==> src/rtl/ir_control_sequencer.sv <==
// Hardwired fetch/decode/execute sequencer: one T-state per clock, decoded strobes, multi-cycle MUL/DIV, HALT and illegal trap.
// Optional feature: define IR_SEQ_INSTR_COUNT_EN to add the 32-bit instr_count output.
module ir_control_sequencer #(
    parameter int NUM_REGS      = 16,
    parameter int MULDIV_CYCLES = 4
) (
    input  logic                clk,
    input  logic                reset,
    input  logic                run,
    input  logic [31:0]         ir,
    input  logic                mem_ready,
    output logic                pc_out,
    output logic                mar_in,
    output logic                inc_pc,
    output logic                read,
    output logic                mdr_in,
    output logic                mdr_out,
    output logic                ir_in,
    output logic                y_in,
    output logic                z_in,
    output logic                z_low_out,
    output logic                z_high_out,
    output logic                hi_in,
    output logic                lo_in,
    output logic [NUM_REGS-1:0] gpr_in,
    output logic [NUM_REGS-1:0] gpr_out,
    output logic [3:0]          alu_op,
    output logic                halted,
    output logic                illegal_op,
    output logic [3:0]          state
`ifdef IR_SEQ_INSTR_COUNT_EN
    ,
    output logic [31:0]         instr_count
`endif
);

    localparam int CW = (MULDIV_CYCLES > 1) ? $clog2(MULDIV_CYCLES) : 1;

    typedef enum logic [3:0] {
        S_IDLE = 4'd0,
        S_T0   = 4'd1,
        S_T1   = 4'd2,
        S_T2   = 4'd3,
        S_T3   = 4'd4,
        S_T4   = 4'd5,
        S_T5   = 4'd6,
        S_T6   = 4'd7,
        S_HALT = 4'd8
    } state_t;

    state_t        state_reg, state_next;
    logic [CW-1:0] cnt_reg, cnt_next;

    logic [4:0] opcode;
    logic [3:0] ra_field, rb_field, rc_field;
    logic       alu_class, is_muldiv, is_halt, reg_oob, is_illegal;
    logic [3:0] alu_sel;
    logic       ra_en, rb_en, rc_en;
    logic       unused_ir_bits;

    assign opcode         = ir[31:27];
    assign ra_field       = ir[26:23];
    assign rb_field       = ir[22:19];
    assign rc_field       = ir[18:15];
    assign unused_ir_bits = ^ir[14:0];

    always_comb begin
        alu_class = 1'b1;
        is_muldiv = 1'b0;
        alu_sel   = 4'b0000;
        case (opcode)
            5'b00011: alu_sel = 4'b0010;
            5'b00100: alu_sel = 4'b0011;
            5'b01001: alu_sel = 4'b0000;
            5'b01010: alu_sel = 4'b0001;
            5'b01110: begin alu_sel = 4'b0100; is_muldiv = 1'b1; end
            5'b01111: begin alu_sel = 4'b0101; is_muldiv = 1'b1; end
            default:  alu_class = 1'b0;
        endcase
    end

    // Fields are compared at full width so a 4-bit index above NUM_REGS-1 traps instead of aliasing.
    assign is_halt    = (opcode == 5'b11011);
    assign reg_oob    = ({1'b0, ra_field} >= 5'(NUM_REGS)) ||
                        ({1'b0, rb_field} >= 5'(NUM_REGS)) ||
                        ({1'b0, rc_field} >= 5'(NUM_REGS));
    assign is_illegal = !is_halt && (!alu_class || reg_oob);

    always_ff @(posedge clk) begin
        if (reset) begin
            state_reg <= S_IDLE;
            cnt_reg   <= '0;
        end else begin
            state_reg <= state_next;
            cnt_reg   <= cnt_next;
        end
    end

    always_comb begin
        state_next = state_reg;
        cnt_next   = cnt_reg;
        pc_out     = 1'b0;
        mar_in     = 1'b0;
        inc_pc     = 1'b0;
        read       = 1'b0;
        mdr_in     = 1'b0;
        mdr_out    = 1'b0;
        ir_in      = 1'b0;
        y_in       = 1'b0;
        z_in       = 1'b0;
        z_low_out  = 1'b0;
        z_high_out = 1'b0;
        hi_in      = 1'b0;
        lo_in      = 1'b0;
        alu_op     = 4'b0000;
        halted     = 1'b0;
        illegal_op = 1'b0;
        ra_en      = 1'b0;
        rb_en      = 1'b0;
        rc_en      = 1'b0;
        case (state_reg)
            S_IDLE: begin
                if (run) state_next = S_T0;
            end
            S_T0: begin
                pc_out     = 1'b1;
                mar_in     = 1'b1;
                inc_pc     = 1'b1;
                state_next = S_T1;
            end
            S_T1: begin
                read   = 1'b1;
                mdr_in = 1'b1;
                if (mem_ready) state_next = S_T2;
            end
            S_T2: begin
                mdr_out    = 1'b1;
                ir_in      = 1'b1;
                state_next = S_T3;
            end
            S_T3: begin
                if (is_halt) begin
                    state_next = S_HALT;
                end else if (is_illegal) begin
                    illegal_op = 1'b1;
                    state_next = run ? S_T0 : S_IDLE;
                end else begin
                    rb_en      = 1'b1;
                    y_in       = 1'b1;
                    state_next = S_T4;
                    if (is_muldiv) cnt_next = CW'(MULDIV_CYCLES - 1);
                end
            end
            S_T4: begin
                rc_en  = 1'b1;
                z_in   = 1'b1;
                alu_op = alu_sel;
                if (!is_muldiv || cnt_reg == '0) state_next = S_T5;
                else                             cnt_next   = cnt_reg - CW'(1);
            end
            S_T5: begin
                z_low_out = 1'b1;
                if (is_muldiv) begin
                    lo_in      = 1'b1;
                    state_next = S_T6;
                end else begin
                    ra_en      = 1'b1;
                    state_next = run ? S_T0 : S_IDLE;
                end
            end
            S_T6: begin
                z_high_out = 1'b1;
                hi_in      = 1'b1;
                state_next = run ? S_T0 : S_IDLE;
            end
            S_HALT: begin
                halted = 1'b1;
            end
            default: state_next = S_IDLE;
        endcase
    end

    // Each enable is gated to a single state, so gpr_in and gpr_out can never overlap.
    for (genvar gi = 0; gi < NUM_REGS; gi++) begin : g_gpr
        assign gpr_out[gi] = !reg_oob && ((rb_en && rb_field == 4'(gi)) ||
                                          (rc_en && rc_field == 4'(gi)));
        assign gpr_in[gi]  = !reg_oob && ra_en && (ra_field == 4'(gi));
    end

    assign state = state_reg;

`ifdef IR_SEQ_INSTR_COUNT_EN
    always_ff @(posedge clk) begin
        if (reset) begin
            instr_count <= '0;
        end else if ((state_reg == S_T5 && !is_muldiv) || state_reg == S_T6) begin
            instr_count <= instr_count + 32'd1;
        end
    end
`endif

endmodule

==> config.mk <==
export PLATFORM = sky130hd
export DESIGN_NAME = ir_control_sequencer
export DESIGN_NICKNAME = d
export VERILOG_FILES = /design/src/rtl/ir_control_sequencer.sv
export SDC_FILE = /design/constraint.sdc
export NUM_CORES = 1
export LEC_CHECK = 0
export ABC_AREA = 1
export BUFFER_PORTS_ARGS = -buffer_cell sky130_fd_sc_hd__buf_2
export CORE_MARGIN = 2
export CORE_UTILIZATION = 38
export DETAILED_ROUTE_END_ITERATION = 8
export HOLD_SLACK_MARGIN = 0.03
export PLACE_DENSITY = 0.78
export RECOVER_POWER = 25
export REMOVE_ABC_BUFFERS = 1
export SLEW_MARGIN = 20
export SYNTH_ARGS = -nofsm -noshare
export SYNTH_HDL_FRONTEND = slang
export SYNTH_SLANG_ARGS = --single-unit
==> constraint.sdc <==
create_clock -name clk -period 1.6 [get_ports clk]
set_input_delay 0.08 -clock clk [delete_from_list [all_inputs] [get_ports clk]]
set_output_delay 0.08 -clock clk [all_outputs]
set_load 0.02 [all_outputs]
==> flow_summary.json <==
{
  "clk_latency_ns": 0.25,
  "cell_int_power_uw": 354,
  "vias": 1528,
  "crit_start": "state[0]",
  "tritoncts_clock_tree": "yes",
  "preCtsSetupSlack_ns": 0.101,
  "synth_fa_ha_area_share_pct": 1.19,
  "ioPinCount": 91,
  "failed_checks": "negative setup slack",
  "die-width_um": 56.7,
  "hold_class": "input port to flip-flop",
  "power.total_uw": 625,
  "setup_viol_count_final": 18,
  "dieHeight_um": 56.7,
  "fin_tns_setup_ns": -0.641,
  "drt-initial-drc-count": 52,
  "largest_reg_flops": 4,
  "floorplan.initialDensity_pct": 39.2,
  "die_area_um2": 3210,
  "worst_clock_skew_ns": 0.00363,
  "critPathArrivalTime_ns": 1.58,
  "cts-buffers-inserted": 3,
  "muxShareOfSynthArea_pct": 0,
  "antenna_fix_cells": 0,
  "power_frac_seq_pct": 27.3,
  "cp_slowest_stage_delay_ns": 0.33,
  "min-delay-start": "reset",
  "place.gp.congestion": 0.906,
  "cp_cell_sequence": "inv_2 > nand2_4 > nor2_4 > nand2_4 > nor2_8 > nand3_4 > o21ai_1 > buf_4",
  "synth-xor-area-share_pct": 0,
  "grt.overflow.total": 0,
  "cts_num_sinks": 6,
  "worstPathRequired_ns": 1.52,
  "area_delta_synth_final_pct": 67.5,
  "postSynthRegisterBits": 6,
  "combinational_family_with_the_most_area_after_synthesis": "simple AND/OR/NAND/NOR gates",
  "antenna_left": 0,
  "setup.worst_path.end_class": "output port",
  "yosysUniqueCellTypes": 26,
  "detailed_route_wire_length_per_cell_um": 11.0,
  "core.rowCount": 19,
  "ctsHoldBuffers": 0,
  "grt_max_degree": 9,
  "maxClockFrequency_ghz": 0.603,
  "power.switching_fraction_pct": 43.3,
  "critPathMaxFanout": 5,
  "power_frac_clock_pct": 22.8,
  "synth_compound_gate_area_share_pct": 15.4,
  "path_clk_slew_ns": 0.05,
  "setup_slack_ns": -0.0593,
  "critPathTopFamily": "simple AND/OR/NAND/NOR gates",
  "h-tree-depth": 1,
  "finalHoldViolCount": 0,
  "power.net_switching_uw": 271,
  "routed_wirelength_mm": 3.40,
  "grt_setup_unrepaired": "yes",
  "synth-warning-count": 0,
  "cpMostUsedCell": "sky130_fd_sc_hd__nand2_4",
  "number_of_placed_instances_taps_included": 302,
  "timing.final.max_slew_violations": 0,
  "synth_simple_gate_area_share_pct": 55.6,
  "drt-pass1-iter-count": 4,
  "peakVddDrop_uv": 393,
  "criticalPathCategory": "flip-flop to output port",
  "power.static_leakage_nw": 0.959,
  "dpl.hpwl_mm": 2.47,
  "p_comb_share_pct": 49.9,
  "synth_cells": 192,
  "cpMaxStageDelayCell": "sky130_fd_sc_hd__dfxtp_2",
  "status": "finished, violations left",
  "portBuffers": 74,
  "first_global_vias": 1339,
  "cts_root_buffer": "sky130_fd_sc_hd__clkbuf_4",
  "route.detailed.vias_per_inst": 4.93,
  "area_of_the_core_um2": 2690,
  "post_layout_nonfiller_instances": 310,
  "number_of_antenna_violations_at_the_first_check_in_global_routing": 0,
  "maxCapViolations": 0,
  "avgSynthCellArea_um2": 5.49,
  "drive_gt1_share_pct": 49.8,
  "cp.buffers_inverters": 2,
  "min_period_ns": 1.66,
  "timing.final.crit_share_pct": 104,
  "drc_errors": 0,
  "nets": 318,
  "grt_pass1_wl_mm": 5.29,
  "reg2reg_from": "state[0]",
  "startpoint_type": "flip-flop",
  "ctsLongestPathBuffers": 2,
  "seq_area_frac_synth_pct": 11.4,
  "grt.total_usage_pct": 20.2,
  "synthesis.area_um2": 1050,
  "p_per_area_nw_per_um2": 354
}
-- synthesized netlist by cell type, drive strengths merged --
cell    instances  area (um^2)
dfxtp           6          120
a31oi           1         6.26
buf             6         45.0
nand3          17          145
o21ai          21          116
clkinv          1         3.75
nand4           3         25.0
inv            32          120
a21oi           6         30.0
ha              1         12.5
nand2          45          176
conb            1         3.75
o211a           1         10.0
or2             1         6.26
nor3            7         35.0
nor2           43          198
-- final timing paths --
kind	cells past startpoint	slack [ns]	end
hold / removal	2	0.05	state[3]
setup / recovery	8	-0.06	gpr_out[15]
hold reg to reg	1	0.49	cnt_reg[1]
setup reg to reg	8	0.26	cnt_reg[1]
-- layout by cell type (no fill, tap or decap), types with 3 or more instances in the layout --
master,n
sky130_fd_sc_hd__o21ai_2,12
sky130_fd_sc_hd__nor3_2,5
sky130_fd_sc_hd__nand2_2,3
sky130_fd_sc_hd__a21oi_1,6
sky130_fd_sc_hd__inv_2,7
sky130_fd_sc_hd__nand3_4,4
sky130_fd_sc_hd__clkbuf_4,3
sky130_fd_sc_hd__nand3_2,4
sky130_fd_sc_hd__nor2_1,38
sky130_fd_sc_hd__clkbuf_1,3
sky130_fd_sc_hd__o21ai_1,8
sky130_fd_sc_hd__nand3_1,9
sky130_fd_sc_hd__nand2_1,39
sky130_fd_sc_hd__nor2_4,3
sky130_fd_sc_hd__buf_6,9
sky130_fd_sc_hd__inv_1,25
sky130_fd_sc_hd__buf_2,42
sky130_fd_sc_hd__buf_4,36
sky130_fd_sc_hd__nand2_4,3
sky130_fd_sc_hd__dfxtp_2,4
-- logic make-up after synthesis --
logic type | Yosys count
simple gates | 116
buf+inv | 39
compound gates | 29
flops | 6
fa+ha+maj | 1
other cells | 1
-- cell type report --
| type | instances | area [um^2] |
|---|---|---|
| Fill cell | 243 | 922 |
| Sequential cell | 6 | 125 |
| Multi-Input combinational cell | 147 | 861 |
| Timing Repair Buffer | 90 | 593 |
| Inverter | 33 | 124 |
| Tap cell | 31 | 38.8 |
| Clock buffer | 3 | 22.5 |
-- metrics by stage --
| stage | util (%) | cell area (um^2) | hold WS, ns |
|---|---|---|---|
| 2_1_floorplan | - | 1010 | 0.149 |
| 3_3_place_gp | 55.8 | 1500 | 0.322 |
| 3_5_place_dp | 55.8 | 1500 | 0.323 |
| 4_1_cts | 59.9 | 1610 | 0.0571 |
| 5_1_grt | 65.7 | 1760 | 0.0756 |
| 6_report | 65.7 | 1760 | 0.0536 |
-- power groups by stage --
stage                     sequential, mW  combinational [mW]  clock, mW
final                              0.171               0.312      0.142
after global routing               0.171               0.342      0.154
after CTS                          0.170               0.286      0.146
after detailed placement           0.170               0.270          0
after global placement             0.170               0.267          0
after floorplan                    0.180               0.157          0
-- repair_timing --
action                                  CTS  global route
endpoints found under the hold margin     0             0
buffers inserted                          2             3
endpoints found under the setup margin   29            33
pin swaps                                 5             3
resized for setup                        25            42
-- per-layer routing --
layer  global-route usage, %  wire [um]  vias up
li1                        -          -      782
met1                    23.5       1420      670
met2                    35.5       1650       69
met3                    1.84        257        7
met4                    11.9         72        0
met5                       0          0        -
(Power assumes the default switching activity.)
